==> src/rtl/fifo_rd_fwft_if.sv <==
// fifo_rd_fwft_if: memory read port plus AXI-Stream master bundle for fifo_rd_fwft
interface fifo_rd_fwft_if #(
    parameter int DATA_WIDTH = 8,
    parameter int RD_LATENCY = 1
);
    localparam int CW = $clog2(RD_LATENCY + 2);
    logic                  i_empty;
    logic                  o_rd_en;
    logic [DATA_WIDTH-1:0] i_rd_data;
    logic [DATA_WIDTH-1:0] m_axis_tdata;
    logic                  m_axis_tvalid;
    logic                  m_axis_tready;
    logic [CW-1:0]         o_count;
    modport master (
        input  i_empty, i_rd_data, m_axis_tready,
        output o_rd_en, m_axis_tdata, m_axis_tvalid, o_count
    );
    modport slave (
        output i_empty, i_rd_data, m_axis_tready,
        input  o_rd_en, m_axis_tdata, m_axis_tvalid, o_count
    );
endinterface

==> src/rtl/fifo_rd_fwft.sv <==
// fifo_rd_fwft: turns a fixed-latency FIFO read port into a first-word-fall-through AXI-Stream source
module fifo_rd_fwft #(
    parameter int DATA_WIDTH = 8,
    parameter int RD_LATENCY = 1
) (
    input logic            i_clk,
    input logic            i_reset,
    fifo_rd_fwft_if.master bus
);
    localparam int BUF_DEPTH = RD_LATENCY + 1;
    localparam int CW = $clog2(BUF_DEPTH + 1);
    localparam int OW = CW + 1;
    localparam int AW = $clog2(BUF_DEPTH);

    logic [RD_LATENCY-1:0] in_flight;
    logic [DATA_WIDTH-1:0] mem [BUF_DEPTH];
    logic [AW-1:0]         head, tail;
    logic [CW-1:0]         count, flight_cnt;
    logic [OW-1:0]         occupancy;
    logic                  capture, pop, rd_en;

    function automatic logic [AW-1:0] wrap_inc(input logic [AW-1:0] p);
        return (p == AW'(BUF_DEPTH - 1)) ? '0 : p + AW'(1);
    endfunction

    assign capture           = in_flight[RD_LATENCY-1];
    assign pop               = (count != '0) && bus.m_axis_tready;
    assign bus.m_axis_tvalid = count != '0;
    assign bus.m_axis_tdata  = mem[head];
    assign bus.o_count       = count;
    assign bus.o_rd_en       = rd_en;

    // Number of reads issued whose data has not been captured yet
    always_comb begin
        flight_cnt = '0;
        for (int i = 0; i < RD_LATENCY; i++) flight_cnt = flight_cnt + CW'(in_flight[i]);
    end

    // Issue a read only when its returning word is guaranteed a free slot
    always_comb begin
        occupancy = {1'b0, count} + {1'b0, flight_cnt} - OW'(pop);
        rd_en     = !i_reset && !bus.i_empty && (occupancy < OW'(BUF_DEPTH));
    end

    // In-flight markers, ring pointers and occupancy
    always_ff @(posedge i_clk or posedge i_reset) begin
        if (i_reset) begin
            in_flight <= '0;
            head      <= '0;
            tail      <= '0;
            count     <= '0;
        end else begin
            in_flight <= RD_LATENCY'({in_flight, rd_en});
            if (capture) tail <= wrap_inc(tail);
            if (pop) head <= wrap_inc(head);
            if (capture != pop) count <= capture ? count + CW'(1) : count - CW'(1);
        end
    end

    // Ring storage, cleared on reset so the stream data reads zero
    always_ff @(posedge i_clk or posedge i_reset) begin
        if (i_reset) begin
            for (int i = 0; i < BUF_DEPTH; i++) mem[i] <= '0;
        end else if (capture) begin
            mem[tail] <= bus.i_rd_data;
        end
    end
endmodule

==> src/flat_wrapper.sv <==
// flat-port wrapper written by rule: the top's interface ports become plain ports
module fifo_rd_fwft_flat 
#(
    parameter int DATA_WIDTH = 8,
    parameter int RD_LATENCY = 1
)
  (i_clk, i_reset, bus_i_empty, bus_i_rd_data, bus_m_axis_tready, bus_o_rd_en, bus_m_axis_tdata, bus_m_axis_tvalid, bus_o_count);
  fifo_rd_fwft_if #(.DATA_WIDTH(DATA_WIDTH), .RD_LATENCY(RD_LATENCY)) bus_i ();
  input logic i_clk;
  input logic i_reset;
  input wire logic [$bits(bus_i.i_empty)-1:0] bus_i_empty;
  input wire logic [$bits(bus_i.i_rd_data)-1:0] bus_i_rd_data;
  input wire logic [$bits(bus_i.m_axis_tready)-1:0] bus_m_axis_tready;
  output wire logic [$bits(bus_i.o_rd_en)-1:0] bus_o_rd_en;
  output wire logic [$bits(bus_i.m_axis_tdata)-1:0] bus_m_axis_tdata;
  output wire logic [$bits(bus_i.m_axis_tvalid)-1:0] bus_m_axis_tvalid;
  output wire logic [$bits(bus_i.o_count)-1:0] bus_o_count;
  assign bus_i.i_empty = bus_i_empty;
  assign bus_i.i_rd_data = bus_i_rd_data;
  assign bus_i.m_axis_tready = bus_m_axis_tready;
  assign bus_o_rd_en = bus_i.o_rd_en;
  assign bus_m_axis_tdata = bus_i.m_axis_tdata;
  assign bus_m_axis_tvalid = bus_i.m_axis_tvalid;
  assign bus_o_count = bus_i.o_count;
  fifo_rd_fwft #(.DATA_WIDTH(DATA_WIDTH), .RD_LATENCY(RD_LATENCY)) u_core (.i_clk(i_clk), .i_reset(i_reset), .bus(bus_i));
endmodule
==> config.mk <==
export PLATFORM = sky130hd
export DESIGN_NAME = fifo_rd_fwft_flat
export DESIGN_NICKNAME = d
export VERILOG_FILES = /design/src/rtl/fifo_rd_fwft_if.sv /design/src/rtl/fifo_rd_fwft.sv /design/src/flat_wrapper.sv
export SDC_FILE = /design/constraint.sdc
export NUM_CORES = 1
export LEC_CHECK = 0
export BUFFER_PORTS_ARGS = -buffer_cell sky130_fd_sc_hd__buf_2
export CELL_PAD_IN_SITES_DETAIL_PLACEMENT = 1
export CELL_PAD_IN_SITES_GLOBAL_PLACEMENT = 2
export CORE_ASPECT_RATIO = 1.5
export CORE_MARGIN = 1
export CORE_UTILIZATION = 30
export CTS_CLUSTER_SIZE = 28
export DETAILED_ROUTE_END_ITERATION = 8
export GPL_TIMING_DRIVEN = 0
export MAX_ROUTING_LAYER = met4
export PLACE_DENSITY_LB_ADDON = 0.15
export SYNTH_ARGS = -nofsm -noshare
export SYNTH_HDL_FRONTEND = slang
export SYNTH_SLANG_ARGS = --single-unit
==> constraint.sdc <==
create_clock -name i_clk -period 3.6 [get_ports i_clk]
set_clock_uncertainty 0.05 [all_clocks]
set_input_delay 0.54 -clock i_clk [delete_from_list [all_inputs] [get_ports i_clk]]
set_output_delay 0.54 -clock i_clk [all_outputs]
set_load 0.005 [all_outputs]
# After elaboration in Yosys (flattened, before gate mapping)
# Cells that the tools add are included.
# word_totals
reg_bits	21
inputBits	12
output_inout_bits	12
wordCells	35
# op_classes
n_addsub	6
order_cmp	4
n_eq_ne	1
n_mux	9
n_bitwise	2
reduce_logical	7
# ops
cell	count
$mux W8	4
$bwmux W16	1
$demux W8 S1	1
$ge A2 B2 Y1 const B	2
$logic_and A1 B1 Y1	4
$not A1 Y2	2
$add A2 B1 Y3	1
$lt A3 B2 Y1 const B	1
$sub A3 B1 Y3	1
$add A1 B1 Y1 const B	2
$add A2 B1 Y2 const B	1
$logic_not A1 Y1	2
$lt A2 B1 Y1 const B	1
$mux W1	2
$mux W2	1
$reduce_bool A2 Y1	1
$sub A2 B1 Y2 const B	1
$ne A1 B1 Y1	1

# Depth between registers and ports, before layout
# Gate-level depths: netlist of the first run.
# depth
depth_word	6
mapped_depth	7
ltp_nobuf	7

# Least setup slack after synthesis of the first run
# No wires, ideal clock.
# synth_path
path_kind	register -> output
from	register u_core.count[1] (netlist: u_core.bus.o_count[1])
to	output bus_o_rd_en
arrival_time_ns	2.165
required_time_ns	3.010
path_slack_ns	0.845
stages_incl_launch_ff	8
n_path_buf	0
path_cell_list	dfrtp_1 > or2_4 > and2_4 > ha_1 > nand2b_1 > fa_1 > xor2_1 > nor4b_1
# synth_via
elab_chain_len	5
word_cells_on_any_way	6
cone_classes	add/sub (2); order compare (1); reduce/logical (3)
# synth_rtl
element	line_no	source
start, declared	fifo_rd_fwft.sv:18	logic [CW-1:0] count, flight_cnt;
start signal, assigned	fifo_rd_fwft.sv:56	if (capture != pop) count <= capture ? count + CW'(1) : count - CW'(1);
$reduce_bool A2 Y1	n/a	
via bus_m_axis_tvalid	flat_wrapper.sv:16	output wire logic [$bits(bus_i.m_axis_tvalid)-1:0] bus_m_axis_tvalid;
$logic_and A1 B1 Y1	fifo_rd_fwft.sv:27	assign pop = (count != '0) && bus.m_axis_tready;
via u_core.pop	fifo_rd_fwft.sv:20	logic capture, pop, rd_en;
$sub A3 B1 Y3	fifo_rd_fwft.sv:41	occupancy = {1'b0, count} + {1'b0, flight_cnt} - OW'(pop);
$lt A3 B2 Y1	fifo_rd_fwft.sv:42	rd_en = !i_reset && !bus.i_empty && (occupancy < OW'(BUF_DEPTH));
$logic_and A1 B1 Y1	fifo_rd_fwft.sv:42	
end, declared	flat_wrapper.sv:14	output wire logic [$bits(bus_i.o_rd_en)-1:0] bus_o_rd_en;
# The timed path passes the listed nets, and every way through them passes these cells.

# Worst setup path after layout of the first run
# layout_path
from	register u_core.count[1] (netlist: u_core.bus.o_count[1])
to	output bus_o_rd_en
# layout_via
elab_chain_len	5
word_cells_on_any_way	6
cone_classes	add/sub (2); order compare (1); reduce/logical (3)
# layout_rtl
element	line_no
$reduce_bool A2 Y1	fifo_rd_fwft.sv:27
$logic_and A1 B1 Y1	fifo_rd_fwft.sv:27
via u_core.pop	fifo_rd_fwft.sv:20
$sub A3 B1 Y3	fifo_rd_fwft.sv:41
$lt A3 B2 Y1	fifo_rd_fwft.sv:42
$logic_and A1 B1 Y1	fifo_rd_fwft.sv:42
# The timed path passes the listed nets, and every way through them passes these cells.

==> impl.org, run 1 <==
** Drt
- The pre-antenna-repair detailed-routing pass consisted of 2 iterations.
- For this run, design rule violations remaining after detail routing come to 0.
- After detailed routing, the met3 layer carries 70 um of wire.
- The detail route stage leaves a number of antenna-violating nets equal to 0.
- Count of vias placed by the detailed router :: 715
- Wire length on met1 :: 820 um
- In the final routed layout, each cell accounts on average for 13.1 um.
- The highest metal layer carrying signal wires in the routed design is met4.
- Wire length after detailed routing :: 2030 um
- Violation count after the first detailed-routing iteration :: 12
- In the routed layout, each cell is associated on average with a via count of 4.61.
- Met2 routed wirelength :: 1090 um

** Clock network
- Maximum buffer depth of the clock tree :: 2
- Cell at the root of the clock tree :: sky130_fd_sc_hd__clkbuf_8
- CTS built an H-tree with a depth of 1.
- Clock buffer count from CTS :: 3
- Number of setup buffers added after CTS :: 0
- Clock slew at reported path FFs :: 0.08 ns
- CTS saw 21 sinks.
- The number of gates resized after CTS was 0.
- Number of buffers inserted for hold repair after clock tree synthesis :: 0
- Skew-Pair Late Insertion Delay :: 0.26 ns
- CTS tree :: built

** STA
- Endpoints failing hold :: 0
- Worst rel slew slack :: 45.0%
- Counting I/O delays and the setup requirement, the final critical path takes 3.20 ns.
- Unrepaired setup endpoints after global routing :: false
- For the pin with the worst max-slew slack, the measured transition is 0.824 ns.
- After layout, the worst path uses 88.9% of the clock period.
- Setup violations remaining at the end of the flow were counted as 0.
- Maximum frequency from static timing analysis :: 312 MHz
- The final number of max-transition violations was 0.
- Sum of negative setup slack :: 0 ns

** Floorplan
- Horizontal die dimension :: 48.9 um
- Once the floorplan was initialized, standard cells occupied 31.4% of the core.
- Area enclosed by the die boundary :: 3540 sq um
- After floorplanning, the core was sized to cover 3160 sq um.
- Count of boundary I/O pins :: 24
- After floorplanning, the core was divided into 25 placement rows.
- Height of the die :: 72.4 um

** Synth
- The biggest area contributor in the post-synthesis netlist is sky130_fd_sc_hd__dfrtp_1.
- Yosys warnings :: 0
- Averaged over all synthesized cells, the footprint is 11.3 sq um.
- The number of nets in the synthesized netlist is 102.
- After synthesis, the cell types taking the most area are sky130_fd_sc_hd__dfrtp_1 (53%), sky130_fd_sc_hd__mux2_2 (18%), sky130_fd_sc_hd__nand2_1 (9.5%).
- Post-Syn Area :: 991 sq um
- The netlist uses 20 different library cells.
- Area share of the largest cell type after synthesis :: 53.0%
- Number of synthesized register bits :: 21
- Cells after synthesis :: 88
- Share of the yosys chip area belonging to registers :: 53.0%

** Setup path
- Data on the critical path arrives at its endpoint at 2.61 ns.
- STA classifies the critical path endpoint as an output port.
- Crit path required time :: 3.01 ns
- Crit start category :: flip-flop
- CP Cell Sequence :: or2_4, and2_4, ha_1, nand2b_1, fa_1, xor2_1, nor4b_1, buf_2
- The largest single stage delay on the critical path is 0.49 ns.
- Along the worst path, the maximum fanout reaches 8.
- Highest-delay cell along the critical path :: sky130_fd_sc_hd__dfrtp_1
- By startpoint and endpoint, the worst setup path is classified as flip-flop to output port.

** Power and ir drop
- Cell area power density :: 816 nW/um^2
- Across the VDD grid, the largest voltage drop is 0.245 mV.
- Net Sw Power :: 315 uW
- Share of total power in sequential cells :: 41.5%
- Combinational group share of total power :: 42.7%
- Summed over all cells, the static leakage comes to 0.000600 uW.
- In this run switching power makes up 32.1% of total power.
- Relative contribution of the clock network to total power :: 15.8%
- Internal Power :: 665 uW

** Global route
- Global-route congestion overflow total :: 0
- The first global-routing pass estimated 3630 um of wire.
- Largest net degree at the start of global routing :: 22
- Number of global-route vias before repair :: 810
- All-Layer GR Usage :: 14.1%
- The initial antenna violation count came to 0.

** Flow run
- Max-Cap Viols :: 0

** Worst hold path
- The tightest min-delay check is of the input pin to asynchronous set/reset pin type.

** Layout
- Antenna fix cells :: 0
- Fraction of final layout cells sized beyond drive strength 1 :: 42.6%
- In the layout the commonest cells are sky130_fd_sc_hd__buf_2 (25), sky130_fd_sc_hd__nand2_1 (25), sky130_fd_sc_hd__dfrtp_1 (21).
- Area grow syn2layout :: 21.2%
- Fill cells in the final layout number 377.
- The finished cells cover 1200 sq um.
- Number of nets in the final layout :: 130

** Placement
- The HPWL after detailed placement is 1480 um.
- Global placement routability congestion :: 0.644
- The placed instances occupy a cell area of 1160 sq um.
- Count of buffers from port buffering :: 23

** Run status
- The run finished with clean final reports.
==> cell families (layout without fill, tap and decap cells) <==
family | count (synthesis) | count (layout) | share of synthesized area (%)
xor+xnor | 4 | 4 | 3.54
fa+ha+maj | 2 | 2 | 3.28
compound gates | 2 | 2 | 1.01
mux | 17 | 17 | 19.2
simple gates | 36 | 36 | 16.9
buf+inv | 6 | 33 | 3.03
flops | 21 | 21 | 53.0
==> sequential cells by signal, summed over array words and instances, names as in the netlist <==
| name | count |
|---|---|
| u_core.tail | 1 |
| u_core.head | 1 |
| u_core.mem | 16 |
| u_core.capture | 1 |
| u_core.bus.o_count | 2 |
==> worst max-delay path, delay by kind of cell, from the launching register on <==
kind,cells,cell delay [ns]
adder cells (fa/ha/maj),2,0.63
buffers and inverters,1,0.18
XOR/XNOR,1,0.15
flip-flops,1,0.49
AND/OR/NAND/NOR,4,0.90
==> synthesized netlist by cell type <==
cell / instances
sky130_fd_sc_hd__xor2_1: 3
sky130_fd_sc_hd__nor4b_1: 1
sky130_fd_sc_hd__nor2b_1: 3
sky130_fd_sc_hd__inv_1: 2
sky130_fd_sc_hd__buf_4: 1
sky130_fd_sc_hd__fa_1: 1
sky130_fd_sc_hd__clkbuf_2: 1
sky130_fd_sc_hd__nand2_1: 25
sky130_fd_sc_hd__mux2i_1: 1
sky130_fd_sc_hd__or2_4: 1
sky130_fd_sc_hd__and2_4: 1
sky130_fd_sc_hd__buf_2: 2
sky130_fd_sc_hd__ha_1: 1
sky130_fd_sc_hd__nand2b_1: 3
sky130_fd_sc_hd__dfrtp_1: 21
sky130_fd_sc_hd__a21oi_1: 2
sky130_fd_sc_hd__mux2_2: 16
sky130_fd_sc_hd__nand2_2: 1
sky130_fd_sc_hd__nor2_1: 1
sky130_fd_sc_hd__xnor2_1: 1
==> area by class of cell <==
type / instances / area, sq um / share of cell area (%)
tap: 40 / 50.0 / 4.17
multi-input combinational: 61 / 435 / 36.3
clock buffer: 4 / 45.0 / 3.75
sequential: 21 / 526 / 43.8
inverter: 2 / 7.51 / 0.625
timing repair buffer: 23 / 115 / 9.58
buffer: 4 / 22.5 / 1.88
==> per-stage QoR <==
stage	power (uW)	util (%)	worst slack, ns	std cells	hold slack, ns
floorplan	688	-	0.845	88	0.392
CTS	1000	38.0	0.351	155	0.380
detailed placement	840	36.6	0.652	151	0.410
finish	980	38.0	0.399	155	0.388
global route	1070	38.0	0.169	155	0.392
global placement	818	36.6	0.689	151	0.408
==> worst paths after layout <==
kind	to	slack, ns	startpoint	depth (start not counted)
worst max-delay path	bus_o_rd_en	0.40	u_core.bus.o_count[1]	8
worst min-delay path	u_core.bus.o_count[0]	0.39	i_reset	2
worst max register to register	u_core.capture	1.26	u_core.bus.o_count[1]	7
worst min register to register	u_core.mem[9]	0.43	u_core.mem[9]	2
max in group asynchronous	u_core.mem[3]	2.60	i_reset	2
min in group i_clk	u_core.capture	0.39	bus_i_empty	2
==> power groups by stage <==
| stage | Combinational [uW] | Sequential [uW] | Clock, uW |
|---|---|---|---|
| 2_1_floorplan | 293 | 395 | 0 |
| 3_3_place_gp | 412 | 406 | 0 |
| 3_5_place_dp | 426 | 414 | 0 |
| 4_1_cts | 430 | 408 | 162 |
| 5_1_grt | 474 | 425 | 172 |
| 6_report | 418 | 407 | 155 |
==> metal layers <==
metal | global-route usage [%] | up-vias
met4 | 7.84 | 0
met3 | 2.10 | 5
met2 | 25.0 | 17
met5 | - | -
met1 | 15.0 | 356
li1 | - | 337
Note: power is estimated with default switching activity, not from simulation.
==> run 2: changes to the inputs <==
- RECOVER_POWER: not set -> 50
==> run 2 against run 1 <==
Critical path depth unchanged. Sequential share of layout area up 0.18 points. Clock power about the same. Sequential cell count unchanged. Global-route usage unchanged. Count of clock-buffer cells in the layout unchanged. Largest power group unchanged. Highest routed layer unchanged.
==> impl.org, run 2 (synthesis results as in run 1) <==
** Drt
- The number of DRC markers in iteration 0 is 12 (unchanged).
- The residual DRC count is 0 (unchanged).
- The wire length after detailed routing is 2030 um (about the same).
- The detailed-route wire length per cell is 13.1 um (about the same).
- Via/cell ratio :: 4.63 (was 4.61)
- The count of antenna-violating nets left after detailed routing was 0 (unchanged).
- Count of vias placed by the detailed router :: 717 (was 715)
- The number of iterations in the first detailed-routing pass came to 2 (unchanged).

** STA
- Measured slew at the worst slew-check pin :: 0.824 ns (about the same)
- Endpoints failing hold :: 0 (unchanged)
- The portion of the clock cycle consumed by the worst path in the final layout came to 89.2% (was 88.9%).
- Final setup viols :: 0 (unchanged)
- Sum of negative setup slack :: 0 ns (unchanged)
- Maximum frequency from static timing analysis :: 311 MHz (was 312 MHz)
- The shortest clock period the worst path allows after layout came to 3.21 ns (was 3.20 ns).
- The remaining max-slew budget at the tightest pin came to 45.0% (about the same).
- The final number of max-transition violations came to 0 (unchanged).
- Unrepaired setup endpoints after global routing: false (unchanged).
- Post-Route Hold Slack :: 0.388 ns (about the same)
- The worst path setup slack after routing is 0.387 ns (was 0.399 ns).

** Clock network
- Number of setup buffers added after CTS :: 0 (unchanged)
- Maximum buffer depth of the clock tree :: 2 (unchanged)
- The cell at the root of the clock tree was sky130_fd_sc_hd__clkbuf_8 (unchanged).
- The CTS tree is built (unchanged).
- The total of hold buffers inserted after clock tree synthesis came to 0 (unchanged).
- The number of buffers created by CTS came to 3 (unchanged).
- The sink count of the clock tree was 21 (unchanged).
- The insertion delay to the later sink of the worst-skew pair came to 0.26 ns (about the same).
- H-Tree Level Count :: 1 (unchanged)
- The total of cells resized after clock tree synthesis came to 0 (unchanged).
- Clock slew at reported path FFs :: 0.08 ns (about the same)

** Layout
- Post-Layout Inst Area :: 1200 sq um (about the same)
- The fill cell total of the finished layout was 380 (was 377).
- The layout overhead on the synthesized area is 20.7% (was 21.2%).
- The most flop-heavy register is u_core.mem (unchanged).
- The total number of nets in the final design is 130 (unchanged).
- Largest register FFs :: 16 (unchanged)
- Fraction of final layout cells sized beyond drive strength 1 :: 40.9% (was 42.6%)
- The antenna diode instance count came to 0 (unchanged).
- The utilization after layout came to 37.9% (was 38.0%).
- Leaving out fill and tap cells, the most frequent cell in the layout is sky130_fd_sc_hd__nand2_1.
- Top library cells by usage in the layout, fill and taps aside: sky130_fd_sc_hd__nand2_1 (25), sky130_fd_sc_hd__buf_2 (24), sky130_fd_sc_hd__dfrtp_1 (21) (was sky130_fd_sc_hd__buf_2 (25), sky130_fd_sc_hd__nand2_1 (25), sky130_fd_sc_hd__dfrtp_1 (21)).

** Floorplan
- Height of the die :: 72.4 um (unchanged)
- The die footprint is 3540 sq um (unchanged).
- The number of cell rows came to 25 (unchanged).
- The starting utilization of the core area is 31.4% (unchanged).
- Count of boundary I/O pins :: 24 (unchanged)
- The chip width is 48.9 um (unchanged).
- The area inside the core boundary came to 3160 sq um (unchanged).

** Global route
- Largest net degree at the start of global routing :: 22 (unchanged)
- Global-route congestion overflow total :: 0 (unchanged)
- The global-route wire length before repair was 3630 um (unchanged).
- The initial antenna violation count is 0 (unchanged).
- All-Layer GR Usage :: 14.1% (unchanged)
- The number of global-route vias before repair is 810 (unchanged).

** Setup path
- Arrival time worst endpoint :: 2.62 ns (was 2.61 ns)
- The required time of the critical path came to 3.01 ns (about the same).
- Category of the most critical setup path :: flip-flop to output port (unchanged)
- The kind of capture point of the worst setup path is an output port (unchanged).
- The startpoint type of the worst setup path was a flip-flop (unchanged).
- The maximum fanout count along the critical path is 8 (unchanged).

** Placement
- The minimum setup slack after placement is 0.652 ns (unchanged).
- The count of input and output buffers came to 23 (unchanged).
- The placed cell area was 1160 sq um (unchanged).
- HPWL after DPL :: 1480 um (unchanged)
- The final weighted congestion of routability-driven global placement is 0.644 (unchanged).

** Flow run
- The number of max-capacitance violations reported is 0 (unchanged).

** Run status
- Status: completed (unchanged).

** Worst hold path
- Path class of the lowest-slack min-delay path :: input pin to asynchronous set/reset pin (unchanged)

** Power and ir drop
- Leakage component of the power :: 0.000592 uW (was 0.000600 uW)
- The maximum vdd ir drop was 0.244 mV (was 0.245 mV).
- Cell area power density :: 816 nW/um^2 (about the same)
## run 2: worst paths after layout
check,start,endpoint,slack [ns],depth (start not counted)
min,i_reset,u_core.bus.o_count[0],0.39,2
max,u_core.bus.o_count[1],bus_o_rd_en,0.39,8
min reg2reg,u_core.mem[9],u_core.mem[9],0.42,2
min in group i_clk,bus_i_empty,u_core.capture,0.39,2
max in group asynchronous,i_reset,u_core.mem[3],2.60,2
max reg2reg,u_core.bus.o_count[1],u_core.capture,1.24,7
## run 2: area by class of cell
| type | instances | area (sq um) | share of cell area (%) |
|---|---|---|---|
| flip-flops and latches | 21 | 526 | 43.9 |
| well taps | 40 | 50.0 | 4.18 |
| clock buffers | 4 | 45.0 | 3.77 |
| multi-input cells | 61 | 435 | 36.4 |
| inverters | 2 | 7.51 | 0.628 |
| plain buffers | 4 | 17.5 | 1.46 |
| repair buffers | 23 | 115 | 9.62 |
## run 2: routing by layer
metal  wire, um  track usage (%)  vias up
met2       1090             25.0       17
met1        822             15.0      357
met3         70             2.10        5
li1           -                -      338
met4         48             7.84        0
met5          0                -        -
## run 2: metrics by stage
stage	instances	power, uW
after floorplan	88	688
after global placement	151	818
after detailed placement	151	840
after CTS	155	1000
after global routing	155	1070
final	155	976
## run 2: critical path, cell delays in order (launching register included)
cell	delay [ns]
sky130_fd_sc_hd__dfrtp_1	0.49
sky130_fd_sc_hd__or2_4	0.29
sky130_fd_sc_hd__and2_4	0.16
sky130_fd_sc_hd__ha_1	0.26
sky130_fd_sc_hd__nand2b_1	0.15
sky130_fd_sc_hd__fa_1	0.38
sky130_fd_sc_hd__xor2_1	0.15
sky130_fd_sc_hd__nor4b_1	0.30
sky130_fd_sc_hd__buf_2	0.18
## run 2: power by group
| part | total, uW | switching (uW) | internal (uW) |
|---|---|---|---|
| clock network | 155 | 75.8 | 78.9 |
| logic | 415 | 179 | 236 |
| registers | 407 | 59.9 | 347 |
==> run 3: changes to the inputs <==
- PLACE_DENSITY: not set -> 0.81
- PLACE_DENSITY_LB_ADDON: 0.15 -> not set
==> run 3 against run 2 <==
Sequential cell count is the same. Routed wire length shrank 2.2%. Global-route usage shrank 0.63 points. Core utilization is the same. Sequential share of layout area is the same. Largest cell class unchanged. Cell area is the same. Power shrank 0.60%. Non-clock buffer count is the same.
==> impl.org, run 3 (synthesis results as in run 1) <==
** Run status
- Status :: completed (unchanged)

** Layout
- Most common cell after layout, fill and taps aside :: sky130_fd_sc_hd__nand2_1 (unchanged)
- The number of flip-flops in the largest register is 16 (unchanged).
- Final core utilization :: 37.9% (unchanged)
- Final cell count without fillers :: 155 (unchanged)
- The sequential standard cell area is 526 sq um (unchanged).
- Number of nets in the final layout :: 130 (unchanged)
- The antenna diode instance count is 0 (unchanged).
- Area grow syn2layout :: 20.7% (unchanged)
- Fraction of final layout cells sized beyond drive strength 1 :: 40.9% (unchanged)
- Post-Layout Inst Area :: 1200 sq um (unchanged)
- Top library cells by usage in the layout, fill and taps aside: sky130_fd_sc_hd__nand2_1 (25), sky130_fd_sc_hd__buf_2 (24), sky130_fd_sc_hd__dfrtp_1 (21) (unchanged).
- Register with the highest flop count :: u_core.mem (unchanged)
- The area of combinational cells with multiple inputs came to 435 sq um (unchanged).
- The fill cell total of the finished layout came to 373 (was 380).

** Clock network
- The maximum clock path buffer count was 2 (unchanged).
- Cells resized by post-CTS repair :: 0 (unchanged)
- The cell at the root of the clock tree was sky130_fd_sc_hd__clkbuf_8 (unchanged).
- The clock slew seen by the registers of the worst setup and hold paths came to 0.07 ns (was 0.08 ns).
- The insertion delay to the later sink of the worst-skew pair came to 0.25 ns (was 0.26 ns).
- Number of buffers inserted for hold repair after clock tree synthesis :: 0 (unchanged)
- The level count of the clock H-tree was 1 (unchanged).
- Clock buffer count from CTS :: 3 (unchanged)
- The post-CTS setup buffer count is 0 (unchanged).
- CTS tree :: built (unchanged)
- The sink count of the clock tree is 21 (unchanged).

** Setup path
- The destination of the critical timing path is bus_o_rd_en (unchanged).
- The maximum fanout count along the critical path came to 8 (unchanged).
- The launching point of the worst reg2reg path is u_core.bus.o_count[1] (unchanged).
- R2r worst-path depth :: 7 (unchanged)
- The startpoint type of the worst setup path was a flip-flop (unchanged).
- Crit path required time :: 3.01 ns (about the same)
- Arrival time worst endpoint :: 2.62 ns (about the same)
- Category of the most critical setup path :: flip-flop to output port (unchanged)
- Launching instance or port of the critical path :: u_core.bus.o_count[1] (unchanged)
- The register-to-register setup slack is 1.24 ns (about the same).
- Worst Setup End Kind :: output port (unchanged)
- The endpoint of the worst register-to-register path was u_core.capture (unchanged).

** Worst hold path
- Path class of the lowest-slack min-delay path :: input pin to asynchronous set/reset pin (unchanged)

** Drt
- The detailed-route wire length per cell came to 12.8 um (was 13.1 um).
- First-pass DRT Iterations :: 3 (was 2)
- The mean number of vias per cell is 4.52 (was 4.63).
- The total number of vias is 700 (was 717).
- Number of routed nets with antenna violations :: 0 (unchanged)
- The residual DRC count came to 0 (unchanged).
- Violation count after the first detailed-routing iteration :: 3 (was 12)
- Wire length after detailed routing :: 1980 um (was 2030 um)

** STA
- Final setup viols :: 0 (unchanged)
- Final worst-path cycle share :: 89.0% (was 89.2%)
- Clock period minus worst slack :: 3.21 ns (about the same)
- Measured slew at the worst slew-check pin :: 0.782 ns (was 0.824 ns)
- Maximum frequency from static timing analysis :: 312 MHz (was 311 MHz)
- The final sum of negative setup slack is 0 ns (unchanged).
- The final number of max-transition violations was 0 (unchanged).
- Unrepaired setup endpoints after global routing: false (unchanged).
- Worst rel slew slack :: 47.8% (was 45.0%)
- Endpoints failing hold :: 0 (unchanged)

** Global route
- The total global-route track usage was 13.5% (was 14.1%).
- Met2 usage in global routing :: 23.6% (was 25.0%)
- The routing usage on met1 came to 15.0% (about the same).
- Highest-utilization routing layer at the global route stage :: met2 (unchanged)
- Met3 track demand over resource :: 2.31% (was 2.10%)
- Global-route congestion overflow total :: 0 (unchanged)
- Largest net degree at the start of global routing :: 22 (unchanged)
- The initial antenna violation count came to 0 (unchanged).
- The number of global-route vias before repair came to 774 (was 810).
- The global-route wire length before repair was 3540 um (was 3630 um).

** Power and ir drop
- The maximum vdd ir drop was 0.257 mV (was 0.244 mV).
- Net Sw Power :: 309 uW (was 315 uW)
- Internal Power :: 662 uW (about the same)
- The power density over cell area was 811 nW/um^2 (was 816 nW/um^2).
- Combinational group share of total power :: 42.8% (was 42.5%)
- The overall power consumption came to 971 uW (was 976 uW).
- Switching portion of total power :: 31.8% (was 32.2%)
- The share of total power in the clock network came to 15.2% (was 15.8%).
- The standby leakage power came to 0.000592 uW (unchanged).
- Share of total power in sequential cells :: 42.0% (was 41.7%)

** Placement
- Global placement routability congestion :: 0.617 (was 0.644)
- Count of buffers from port buffering :: 23 (unchanged)
- The number of instances in the placed design was 151 (unchanged).
- Placed Area :: 1160 sq um (unchanged)
- The HPWL after detailed placement is 1530 um (was 1480 um).

** Floorplan
- The die span in y is 72.4 um (unchanged).
- The boundary pin count is 24 (unchanged).
- The die footprint is 3540 sq um (unchanged).
- The number of cell rows came to 25 (unchanged).
- The area inside the core boundary is 3160 sq um (unchanged).
- Effective utilization at floorplan :: 31.4% (unchanged)
- The chip width is 48.9 um (unchanged).

** Flow run
- Max-Cap Viols :: 0 (unchanged)
==> run 3: cell counts in the layout (fill, tap and decap cells not counted) <==
No cell type changed its count.
==> run 3: critical path, cell delays in order (launching register included) <==
cell and delay, ns:
sky130_fd_sc_hd__dfrtp_1 0.48, sky130_fd_sc_hd__or2_4 0.29, sky130_fd_sc_hd__and2_4 0.16, sky130_fd_sc_hd__ha_1 0.26, sky130_fd_sc_hd__nand2b_1 0.15, sky130_fd_sc_hd__fa_1 0.39
sky130_fd_sc_hd__xor2_1 0.15, sky130_fd_sc_hd__nor4b_1 0.30, sky130_fd_sc_hd__buf_2 0.18
==> run 3: worst min path at each step <==
stage	to	slack, ns	cells after the start
6_report	u_core.capture	0.39	2
5_1_grt	u_core.capture	0.40	2
4_1_cts	u_core.capture	0.40	2
3_5_place_dp	u_core.mem[8]	0.41	2
3_3_place_gp	u_core.mem[13]	0.40	2
2_1_floorplan	u_core.mem[10]	0.39	2
==> run 3: routing by layer <==
metal | up-vias | wire (um)
met4 | 0 | 21
met3 | 2 | 63
met1 | 345 | 804
met2 | 16 | 1090
li1 | 337 | -
met5 | - | 0
==> run 3: per-stage QoR <==
step           setup slack [ns]  hold slack, ns
5_1_grt                   0.255           0.404
3_3_place_gp              0.673           0.404
4_1_cts                   0.338           0.402
3_5_place_dp              0.637           0.409
6_report                  0.394           0.386
2_1_floorplan             0.845           0.392
==> run 3: area by class of cell <==
class,instances,share of cell area [%]
Clock buffer,4,3.77
Timing Repair Buffer,23,9.62
Multi-Input combinational cell,61,36.4
Buffer,4,1.46
Tap cell,40,4.18
Inverter,2,0.628
Sequential cell,21,43.9
==> run 3: power groups by stage <==
stage          combinational, uW  sequential (uW)  clock (uW)
5_1_grt                      467              425         163
3_3_place_gp                 411              404           0
3_5_place_dp                 430              415           0
6_report                     416              407         147
4_1_cts                      433              409         156
2_1_floorplan                293              395           0
